**src/rtl/fifo_pkg.sv**
```systemverilog
// Shared gray/binary pointer helpers for the dual-clock FIFO write and read sides.
package fifo_pkg;

   // Widest pointer the helpers handle; callers zero-extend in and truncate out.
   localparam int unsigned PTR_MAX_W = 32;

   // Binary to reflected gray code.
   function automatic logic [PTR_MAX_W-1:0] bin2gray(input logic [PTR_MAX_W-1:0] bin);
      return bin ^ (bin >> 1);
   endfunction

   // Gray to binary by prefix XOR from the MSB down; zero-extension leaves the result intact.
   function automatic logic [PTR_MAX_W-1:0] gray2bin(input logic [PTR_MAX_W-1:0] gray);
      logic [PTR_MAX_W-1:0] bin;
      bin[PTR_MAX_W-1] = gray[PTR_MAX_W-1];
      for (int i = PTR_MAX_W - 2; i >= 0; i--) begin
         bin[i] = bin[i+1] ^ gray[i];
      end
      return bin;
   endfunction

endpackage

```
**src/rtl/write_full_ctrl.sv**
```systemverilog
// Write-side pointer and flag controller for the dual-clock gray-pointer FIFO.
module write_full_ctrl
   import fifo_pkg::*;
#(
   parameter int unsigned FIFO_addr_size     = 2,
   parameter int unsigned ALMOST_FULL_THRESH = 3
) (
   input  logic                      clk_w,
   input  logic                      rst_w,
   input  logic                      w_en,
   input  logic [FIFO_addr_size:0]   r_pointer_gray_sync,
   input  logic                      clr_overflow,
   output logic [FIFO_addr_size-1:0] w_addr,
   output logic [FIFO_addr_size:0]   w_pointer_gray,
   output logic                      full,
   output logic                      almost_full,
   output logic [FIFO_addr_size:0]   w_level,
   output logic                      overflow
);

   localparam int unsigned A  = FIFO_addr_size;
   localparam int unsigned PW = A + 1;

   // The two pointer MSBs that differ between a full write pointer and the read pointer.
   localparam logic [PW-1:0] FULL_MASK = PW'(3) << (A - 1);

   logic [PW-1:0] w_pointer_bin_q, w_pointer_bin_d;
   logic [PW-1:0] w_pointer_gray_q, w_pointer_gray_d;
   logic [PW-1:0] w_level_q, w_level_d;
   logic          full_q, full_d;
   logic          almost_full_q, almost_full_d;
   logic          overflow_q, overflow_d;

   logic          accept;
   logic [PW-1:0] r_bin;

   // Next-state pointers, occupancy against the synced read pointer, and the sticky overflow.
   always_comb begin
      accept           = w_en & ~full_q;
      w_pointer_bin_d  = w_pointer_bin_q + PW'(accept);
      w_pointer_gray_d = PW'(bin2gray(PTR_MAX_W'(w_pointer_bin_d)));
      r_bin            = PW'(gray2bin(PTR_MAX_W'(r_pointer_gray_sync)));
      full_d           = (w_pointer_gray_d == (r_pointer_gray_sync ^ FULL_MASK));
      w_level_d        = w_pointer_bin_d - r_bin;
      almost_full_d    = (32'(w_level_d) >= ALMOST_FULL_THRESH);
      overflow_d       = overflow_q;
      if (w_en & full_q) begin
         overflow_d = 1'b1;
      end else if (clr_overflow) begin
         overflow_d = 1'b0;
      end
   end

   // All state registers; reset overrides every other input.
   always_ff @(posedge clk_w) begin
      if (rst_w) begin
         w_pointer_bin_q  <= '0;
         w_pointer_gray_q <= '0;
         w_level_q        <= '0;
         full_q           <= 1'b0;
         almost_full_q    <= 1'b0;
         overflow_q       <= 1'b0;
      end else begin
         w_pointer_bin_q  <= w_pointer_bin_d;
         w_pointer_gray_q <= w_pointer_gray_d;
         w_level_q        <= w_level_d;
         full_q           <= full_d;
         almost_full_q    <= almost_full_d;
         overflow_q       <= overflow_d;
      end
   end

   assign w_addr         = w_pointer_bin_q[A-1:0];
   assign w_pointer_gray = w_pointer_gray_q;
   assign full           = full_q;
   assign almost_full    = almost_full_q;
   assign w_level        = w_level_q;
   assign overflow       = overflow_q;

endmodule

```
**config.mk**
```make
export PLATFORM = sky130hd
export DESIGN_NAME = write_full_ctrl
export DESIGN_NICKNAME = d
export VERILOG_FILES = /design/src/rtl/fifo_pkg.sv /design/src/rtl/write_full_ctrl.sv
export SDC_FILE = /design/constraint.sdc
export NUM_CORES = 1
export LEC_CHECK = 0
export CORE_AREA = 5 5 42 44
export DETAILED_ROUTE_END_ITERATION = 12
export DIE_AREA = 0 0 47 49
export PLACE_DENSITY = 0.74
export SLEW_MARGIN = 20
export SYNTH_ARGS = -nofsm -noshare
export SYNTH_HDL_FRONTEND = slang
export SYNTH_SLANG_ARGS = --single-unit
```
**constraint.sdc**
```tcl
create_clock -name clk_w -period 4 [get_ports clk_w]
set_clock_uncertainty 0.2 [all_clocks]
set_input_delay 0.8 -clock clk_w [delete_from_list [all_inputs] [get_ports clk_w]]
set_output_delay 0.8 -clock clk_w [all_outputs]
set_load 0.01 [all_outputs]
```
* Word-level counts from Yosys, hierarchy flattened
Index checks and enable logic that the tools add are counted.
Widths: inputs -> output; s select.
** Cells by class
- Equal/unequal tests :: 1
- Mux-type cells :: 2
- Magnitude comparators :: 1
- Add/sub/neg operators :: 2
- Bitwise gates (word level) :: 7
- Reduce and logical (&&, ||, !) cells :: 1
** Operators with widths (number)
- $add 3x1->3 :: 1
- $eq 3x3->1 :: 1
- $ge 3x2->1 const B :: 1
- $sub 3x3->3 :: 1
- $xor 3x2->3 :: 1
- $and 1x1->1 :: 2
- $mux 1 :: 2
- $not 2->2 :: 1
- $reduce_bool 2->1 :: 1
- $xor 1x1->1 :: 2
- $not 1->1 :: 1
** Word-level totals
- Register bits after elaboration :: 12
- Bits of input ports :: 7
- Logic and storage cells :: 20
- Output and inout port bits :: 11

* Longest topological paths before layout
- Depth in word-level cells :: 5
- Depth in mapped cells :: 8
- Depth with buffers taken out :: 8

* Least setup slack after synthesis
OpenSTA, ideal clock, no wires.
- Kind :: input to register
- From :: input port w_en
- To :: register almost_full_q (netlist: almost_full)
- Library setup time :: 0.132 ns
- Buffers on the path :: 0
- Path slack :: 1.308 ns
- Arrival time :: 2.360 ns
- Data required time :: 3.668 ns
- Stages :: 8
- Cells stage by stage :: nor2b_2 -> and2_1 -> ha_1 -> inv_1 -> fa_1 -> xnor2_1 -> xnor2_1 -> a21oi_1
** On the way
- Cells in the longest elaborated chain, start to end :: 4
** Ends and longest elaborated chain
- from (decl) :: line write_full_ctrl.sv:10 : input logic w_en,
- $and 1x1->1 :: line write_full_ctrl.sv:39 : accept = w_en & ~full_q;
- $add 3x1->3 :: line write_full_ctrl.sv:40 : w_pointer_bin_d = w_pointer_bin_q + PW'(accept);
- via w_pointer_bin_d[1] :: line write_full_ctrl.sv:27 : logic [PW-1:0] w_pointer_bin_q, w_pointer_bin_d;
- $sub 3x3->3 :: line write_full_ctrl.sv:44 : w_level_d = w_pointer_bin_d - r_bin;
- $ge 3x2->1 :: line write_full_ctrl.sv:45 : almost_full_d = (32'(w_level_d) >= ALMOST_FULL_THRESH);
- to (signal assigned) :: line write_full_ctrl.sv:68 : almost_full_q <= almost_full_d;
- to (decl) :: line write_full_ctrl.sv:31 : logic almost_full_q, almost_full_d;
The timed path passes the listed nets, and every way through them passes these cells.
A chain may end at the register's enable or synchronous reset.

* Worst setup path after layout
Same ends and word-level chain as after synthesis.

==> PnR_summary.wiki <==
{| class="wikitable"
! Metric !! Value
|-
| First-pass detailed-route iteration total || 3
|-
| Die area || 0.002303 sq mm
|-
| Max Cap Violations || 0
|-
| Cell taking the most area after synthesis || sky130_fd_sc_hd__dfxtp_1
|-
| Number of nets at the end of the flow || 76
|-
| Critical setup path kind || input pin to register
|-
| Initial Util || 34.64%
|-
| Fraction of post-synthesis cell area in the top cell type by area || 45.36%
|-
| Clock-pin slew reported for the worst setup and hold paths after clock tree synthesis || ~0.07 ns
|-
| Worst Path Arrival || 2.94 ns
|-
| CP top delay family || simple AND/OR/NAND/NOR gates
|-
| DRC violation count after routing || 0
|-
| Worst-path fanout max || 4
|-
| CTS H-Tree Depth || 1
|-
| Initial antenna violation count || 0
|-
| HPWL reported at the end of detailed placement || 639.3 um
|-
| Placer Congestion || 0.7488
|-
| Top cells by area, synth || sky130_fd_sc_hd__dfxtp_1 45%, sky130_fd_sc_hd__xnor2_1 9.0%, sky130_fd_sc_hd__xor2_1 7.2%
|-
| Later-pin clock latency in the skew report || roughly 0.26 ns
|-
| Port buffer count || 17
|-
| RSZ-0062 raised after global routing || false
|-
| Final standard cell count with taps included and fillers excluded || 81
|-
| Final max-slew violation count || 0
|-
| Cell chain of the critical path || clkdlybuf4s50_1, nor2b_2, and2_1, ha_1, inv_1, fa_1, or2_2, a21oi_1
|-
| Number of hold buffers added after CTS || 0
|-
| Leading cell types by count after synthesis || 11 x sky130_fd_sc_hd__dfxtp_1, 8 x sky130_fd_sc_hd__nor2_1, 5 x sky130_fd_sc_hd__xnor2_1, 4 x sky130_fd_sc_hd__xor2_1
|-
| Sum of overflow across all layers after global routing || 0
|-
| Number of diodes || 0
|-
| Number of register bits inferred by synthesis || 11
|-
| Final core area utilization || 49.91%
|-
| Achievable Freq || 339.2 MHz
|-
| Relative slew slack || 72.66%
|-
| Crit end category || register
|-
| Detailed-route via count || ~360
|-
| Via count of the first global-routing pass || 359
|-
| Synthesized cell area || 485.5 sq um
|-
| Clock tree root buffer cell || sky130_fd_sc_hd__clkbuf_4
|-
| Period Utilization, post-route || 73.69%
|-
| Endpoints failing hold || 0
|-
| Max Used Layer || met4
|-
| Run status || completed
|-
| Share of flip-flops with an asynchronous set or reset after synthesis || 0%
|-
| Dominant register cell in the synthesized netlist || sky130_fd_sc_hd__dfxtp_1
|-
| Avg Inst Size Synth || 10.79 sq um
|-
| Placed Cells || between 70 and 80
|-
| Worst vdd rail ir drop || 0.1898 mV
|-
| Synth cell types || 19
|-
| Register area share after synthesis || 45.36%
|-
| Number of nets produced by synthesis || 55
|-
| Met2 routed wirelength || between 300 and 400 um
|-
| TritonCTS clock tree || yes
|-
| EDFF count, synth || 0
|-
| Met3 wire len || 66 um
|-
| CP Launch Type || input pin
|-
| Routed length per instance || 9.852 um
|-
| Most frequently used cell type in the post-synthesis netlist || sky130_fd_sc_hd__dfxtp_1
|-
| Power Density || 475.9 mW/mm^2
|-
| Core region area || 0.001401 sq mm
|-
| Post-CTS sizing || 0
|-
| Clock sinks || 11
|-
| Post-synthesis instance total || 45
|-
| Global-route wire length before repair || around 1400 um
|-
| Total power || 0.3329 mW
|-
| Share of cells above drive strength 1 || between 10 and 15%
|-
| Die Height || about 49 um
|-
| Smallest hold slack || 0.2703 ns
|-
| Mean number of vias per cell || 4.494
|-
| Tot GR Track Use || 8.711%
|-
| Routed WL || 798 um
|-
| Type of the tightest min-delay check || register to register
|-
| Floorplan row count || 14
|-
| Number of CTS-inserted buffers || 3
|-
| I/O pin count || 18
|-
| Post-CTS setup repair buffer count || 0
|-
| Slowest cell on the critical path || sky130_fd_sc_hd__clkdlybuf4s50_1
|-
| Area Overhead vs Synth || 44.07%
|-
| Setup violation total in the final timing report || 0
|-
| Buf/Inv on CP || 2
|-
| Static leakage power || 0.2778 nW
|-
| Total routed wire length on the met1 layer || 337 um
|-
| Post-route antenna net violation count || 0
|-
| Maximum clock path buffer count || 2
|-
| Fin crit period || approximately 2.9 ns
|-
| Slew at the pin closest to its max-slew limit || 0.4088 ns
|-
| Data required time at the worst endpoint || 4.00 ns
|-
| Die Width || 47 um
|-
| Count of routing violations after the opening detailed-route iteration || 7
|-
| Yosys Warn Count || 0
|-
| Maximum number of pins on one net before global-route repair || 12
|-
| Crit path largest cell delay || 0.47 ns
|-
| Setup TNS || 0 ns
|}
[state kept, by name, indices dropped and copies added (netlist names)]
name	count
w_level	3
overflow	1
full	1
w_pointer_gray	2
w_pointer_bin_q	3
almost_full	1
[layout by cell type, fill, tap and decap left out, drive strengths merged]
cell            n
clkdlybuf4s50  17
dfxtp          11
nor2            8
xnor2           6
xor2            4
clkbuf          3
a21oi           2
ha              2
nor2b           1
inv             1
and2            1
nand3           1
or3             1
xnor3           1
a211oi          1
or2             1
nand2b          1
nand2           1
fa              1
clkinv          1
[layer usage]
metal  global-route usage (%)  up-vias
met3                    4.428        2
met5                        0        -
li1                         -      183
met1                    8.949      166
met2                    13.35       13
met4                    5.530        0
[metrics by stage]
stage	worst slack [ns]	instance area, sq um
floorplan	1.308	485.5
detailed placement	0.7644	671.9
global placement	0.7790	671.9
finish	1.052	699.4
global route	0.9553	699.4
CTS	1.057	699.4
[kinds of logic after synthesis]
group	after synthesis	synth area share, %
simple gates	15	14.95
xor+xnor	11	24.23
flops	11	45.36
compound gates	3	4.639
fa+ha+maj	3	9.278
buf+inv	2	1.545
[layout make-up]
class	count	area, sq um
tap	16	20.02
multi-input combinational	32	257.7
timing repair buffer	17	170.2
fill	147	701.9
sequential	11	220.2
inverter	1	3.754
clock buffer	3	22.52
clock inverter	1	5.005
[power breakdown]
part	total (mW)	internal, mW	switching (mW)
registers	0.136	0.129	0.00708
logic	0.124	0.0719	0.0522
clock network	0.0730	0.0370	0.0360
total	0.333	0.238	0.0953
[final timing paths]
check                start           to  slack (ns)  cells past startpoint
setup / recovery      w_en  almost_full        1.05                      8
hold reg to reg   overflow     overflow        0.27                      2
setup reg to reg      full  almost_full        1.77                      7
hold / removal    overflow     overflow        0.27                      2
[worst register-to-register path: stages (launching register included)]
cell	delay, ns
sky130_fd_sc_hd__dfxtp_1	0.33
sky130_fd_sc_hd__nor2b_2	0.23
sky130_fd_sc_hd__and2_1	0.16
sky130_fd_sc_hd__ha_1	0.26
sky130_fd_sc_hd__inv_1	0.15
sky130_fd_sc_hd__fa_1	0.42
sky130_fd_sc_hd__or2_2	0.28
sky130_fd_sc_hd__a21oi_1	0.13
(Power assumes the default switching activity.)
==> RTL edit 1: new RTL, same flow settings <==
Make the reset (`rst_w`) asynchronous in one clocked block.
--- a/src/rtl/write_full_ctrl.sv
+++ b/src/rtl/write_full_ctrl.sv
@@ -54,3 +54,3 @@
    // All state registers; reset overrides every other input.
-   always_ff @(posedge clk_w) begin
+   always_ff @(posedge clk_w or posedge rst_w) begin
       if (rst_w) begin
Check against the original RTL: differs if rst_w is asserted again (counterexample within 4 cycles, from zero or initial values and one cycle with rst_w high); with rst_w held inactive, the same outputs for 10 cycles.
==> RTL edit 1 against the original RTL <==
  * Cell area rose by 6.3%
  * Wire length rose by 5.8%
  * Area after synthesis rose by 8.5%
  * Setup slack got worse by 0.012 ns
  * Sequential cell count did not move
  * Via count fell by 3.0%
  * Critical path type unchanged
  * Largest cell class is now registers
Power is not compared: it rests on default switching activity, and its combinational part moved more than twofold at a synthesized area within 25%.
==> RTL edit 1: results (changes against the original RTL) <==
sequential area share after synthesis 52.3% (+6.9 points); asr flop ratio synth 100% (+100 points); critical path fanouts, max 5 (+1); DR WL/cell 10.6 um (+7.1%); met1 WL 330 um (-2.1%); GRT Util Overall 9.07% (+0.36 points); status completed; Gate Count Post-Synth 43 (-4.4%); Pre-antenna DRT Iters 2 (-1); Logic power comb between 300 and 400 uW; met2 WL post-DR 465 um (+21%); pre-CTS WS 0.757 ns (-0.00746 ns); Post-synth top cells 11 x dfrtp_1, 7 x xnor2_1, 6 x inv_1; Fill cells 140 (-4.8%); Synth Area in Adders 8.55% (-0.73 points); placed cell areas 717 um2 (+6.7%); drt total wl 844 um (+5.8%); Synth area leaders dfrtp_1 52%, xnor2_1 12%, xor2_4 5.2%, ha_1 4.8%, inv_1 4.3%; DR WL met3 48 um (-27%); post-synthesis xor/xnor area fraction 20.2% (-4.0 points); synthesized net count 53 (-3.6%); layout cells sized above 1 7.81% (-4.5 points); Max rail drop VDD approximately 0.3 mV; dpl cells 76 (-1.3%); max layer used met3; synth unique cells 18 (-1); Placer Congestion 0.722 (-3.6%); Layout Nets 75 (-1.3%); first-pass GRT wire length 1500 um (+7.4%); vias in the first global route 378 (+5.3%); post-synthesis compound-gate area fraction 6.18% (+1.5 points); via count 353 (-3.0%)
-- RTL edit 1: final cells by class --
type | instances | area (um2) | share of cell area [%]
Multi-Input combinational cell | 26 | 229 | 30.8
Tap cell | 16 | 20.0 | 2.69
Clock buffer | 4 | 26.3 | 3.54
Sequential cell | 11 | 275 | 37.0
Timing Repair Buffer | 17 | 170 | 22.9
Inverter | 6 | 22.5 | 3.03
-- RTL edit 1: path summary, 6_finish.rpt --
path                            startpoint            endpoint  slack [ns]  cells past startpoint
max in group asynchronous            rst_w   w_pointer_gray[1]        2.71                      2
worst min-delay path                  full            overflow        0.32                      2
worst max register to register        full         almost_full        1.67                      8
worst min register to register        full            overflow        0.32                      2
min in group asynchronous            rst_w  w_pointer_bin_q[0]        0.61                      2
worst max-delay path                  w_en         almost_full        1.04                      9
-- RTL edit 1: per-layer routing --
metal  global-route usage, %  vias up
met4                    6.91        0
met5                       0        -
li1                        -      175
met2                    14.7        7
met3                    1.85        0
met1                    9.66      171
==> RTL edit 2: new RTL, config.mk and constraints unchanged <==
Without the edit above. The output `w_level` loses its register stage (`w_level_q` becomes a continuous assignment).
--- a/src/rtl/write_full_ctrl.sv
+++ b/src/rtl/write_full_ctrl.sv
@@ -58,3 +58,2 @@
          w_pointer_gray_q <= '0;
-         w_level_q        <= '0;
          full_q           <= 1'b0;
@@ -65,3 +64,2 @@
          w_pointer_gray_q <= w_pointer_gray_d;
-         w_level_q        <= w_level_d;
          full_q           <= full_d;
@@ -71,2 +69,4 @@
    end
+
+   assign w_level_q = w_level_d;
 
Check against the original RTL: not equivalent (Yosys sat finds a counterexample within 4 cycles, from zero or initial values and one cycle with rst_w high).
==> RTL edit 2 against the original RTL <==
  * Maximum frequency is 24% lower
  * Largest cell class unchanged
  * Power is 6.7% lower
  * Wire length is 17% higher
  * Setup slack worse by 0.92 ns
  * Area after synthesis is 13% lower
  * Sequential cell count is 3 lower
  * Cell area is 1.3% lower
  * Die area stayed put
  * Critical path depth is 1 higher
  * Final cell count is 3.7% higher
  * Largest power group is now combinational logic
==> RTL edit 2: results (changes against the original RTL) <==
DRT iter0 DRCs 0 (-7); P_leak 0.310 nW (+12%); antenna fix cells 0 (unchanged); Port Buffers 17 (unchanged); GRT Util Overall 10.0% (+1.3 points); layout cells sized above 1 23.5% (+11 points); Pre-antenna DRT Iters 1 (-2); Hold Crit Class reg2reg; maximum number of pins on one net before global-route repair 9 (-3); post-synth top area cell dfxtp_1; root buf cell clkbuf_4; Synth area leaders dfxtp_1 38%, xor2_1 10%, xnor2_1 8.3%, ha_1 5.9%, nor2_1 5.3%; sequential area share after synthesis 37.8% (-7.6 points); clock buffer count from CTS 3 (unchanged); max reg flops 3; switching share of power 31.3% (+2.6 points); pre-CTS WS -0.255 ns (-1.02 ns); Max rail drop VDD 0.234 mV (+23%); synthesized net count 51 (-7.3%); Post-DP HPWL 802 um (+26%); status completed; Yosys Warn Count 0 (unchanged); Critical Path AT 2.86 ns (-0.08 ns); worst relative slew slack 78.9% (+6.2 points); worst skew pair latency 0.25 ns; Placer Congestion 0.760 (+1.5%); Top reg by flops w_pointer_bin_q; synth unique cells 20 (+1); initial antenna violation count 0 (unchanged); critical path fanouts, max 2 (-2); first-pass GRT wire length 1610 um (+15%); DR WL/cell 11.1 um (+13%); CTS H-Tree Depth 1 (unchanged); Post-synth top cells 8 x dfxtp_1, 6 x nor2_1, 5 x xor2_1, 4 x xnor2_1; vias in the first global route 377 (+5.0%); Worst-path clk slew around 0.06 ns; Layout Nets 80 (+5.3%); asr flop ratio synth 0% (unchanged); Avg Vias per Cell 4.26 (-5.2%); Max clock buf depth 2 (unchanged)
## RTL edit 2: cell count changes in the layout (fill, tap and decap cells not counted), moves of 2 or more
cell | unedited run | this run
buf_4 | 0 | 8
dfxtp_1 | 11 | 8
clkdlybuf4s50_1 | 17 | 15
nor2_1 | 8 | 6
## RTL edit 2: critical path, cell delays in order
cell and delay (ns):
clkdlybuf4s50_1 0.41, nor2b_2 0.16, and2_1 0.15, ha_1 0.30, inv_2 0.05, fa_1 0.42
xor2_1 0.16, xnor2_1 0.23, clkbuf_2 0.18
## RTL edit 2: layout make-up
class,count,area (um2)
Fill cell,155,711
Multi-Input combinational cell,29,249
Timing Repair Buffer,25,228
Sequential cell,8,160
Clock buffer,3,22.5
Tap cell,16,20.0
Inverter,3,11.3
## RTL edit 2: repair_timing
action                                  in CTS  in global routing
gates resized for setup                      1                  3
hold buffers                                 0                  0
endpoints found under the setup margin       1                  2
setup buffers                                0                  1
pin swaps                                    0                  1
## RTL edit 2: layer usage
| layer | GRT usage [%] | part of all wire, % | vias up |
|---|---|---|---|
| li1 | - | - | 187 |
| met1 | 10.8 | 39 | 159 |
| met2 | 16.3 | 55 | 10 |
| met3 | 1.11 | 4.9 | 2 |
| met4 | 8.29 | 1.7 | 0 |
| met5 | 0 | 0 | - |
## RTL edit 2: worst paths after layout
| path | slack (ns) | endpoint | depth (start not counted) | start |
|---|---|---|---|---|
| min | 0.27 | overflow | 2 | overflow |
| max reg2reg | 1.72 | almost_full | 9 | full |
| min reg2reg | 0.27 | overflow | 2 | overflow |
| max | 0.14 | w_level[2] | 9 | w_en |
## RTL edit 2: power by group through the flow
stage	sequential (mW)	combinational (mW)	clock [mW]
6_report	0.0975	0.151	0.0622
5_1_grt	0.0991	0.167	0.0691
4_1_cts	0.0977	0.152	0.0644
3_5_place_dp	0.0994	0.154	0
3_3_place_gp	0.0985	0.150	0
2_1_floorplan	0.105	0.0711	0
## RTL edit 2: metrics by stage
step                util [%]  instance area [um2]  setup TNS, ns  instances  power, mW
detailed placement      47.3                  663         -0.255         80      0.254
floorplan                  -                  424              0         41      0.176
global route            49.3                  691              0         84      0.335
CTS                     48.8                  684              0         83      0.314
global placement        47.3                  663         -0.196         80      0.248
finish                  49.3                  691              0         84      0.311
## RTL edit 2: cell families after synthesis
logic type      share of synthesized area, %
simple gates                            13.9
fa+ha+maj                               10.6
compound gates                          6.49
buf+inv                                 3.54
xor+xnor                                27.7
flops                                   37.8
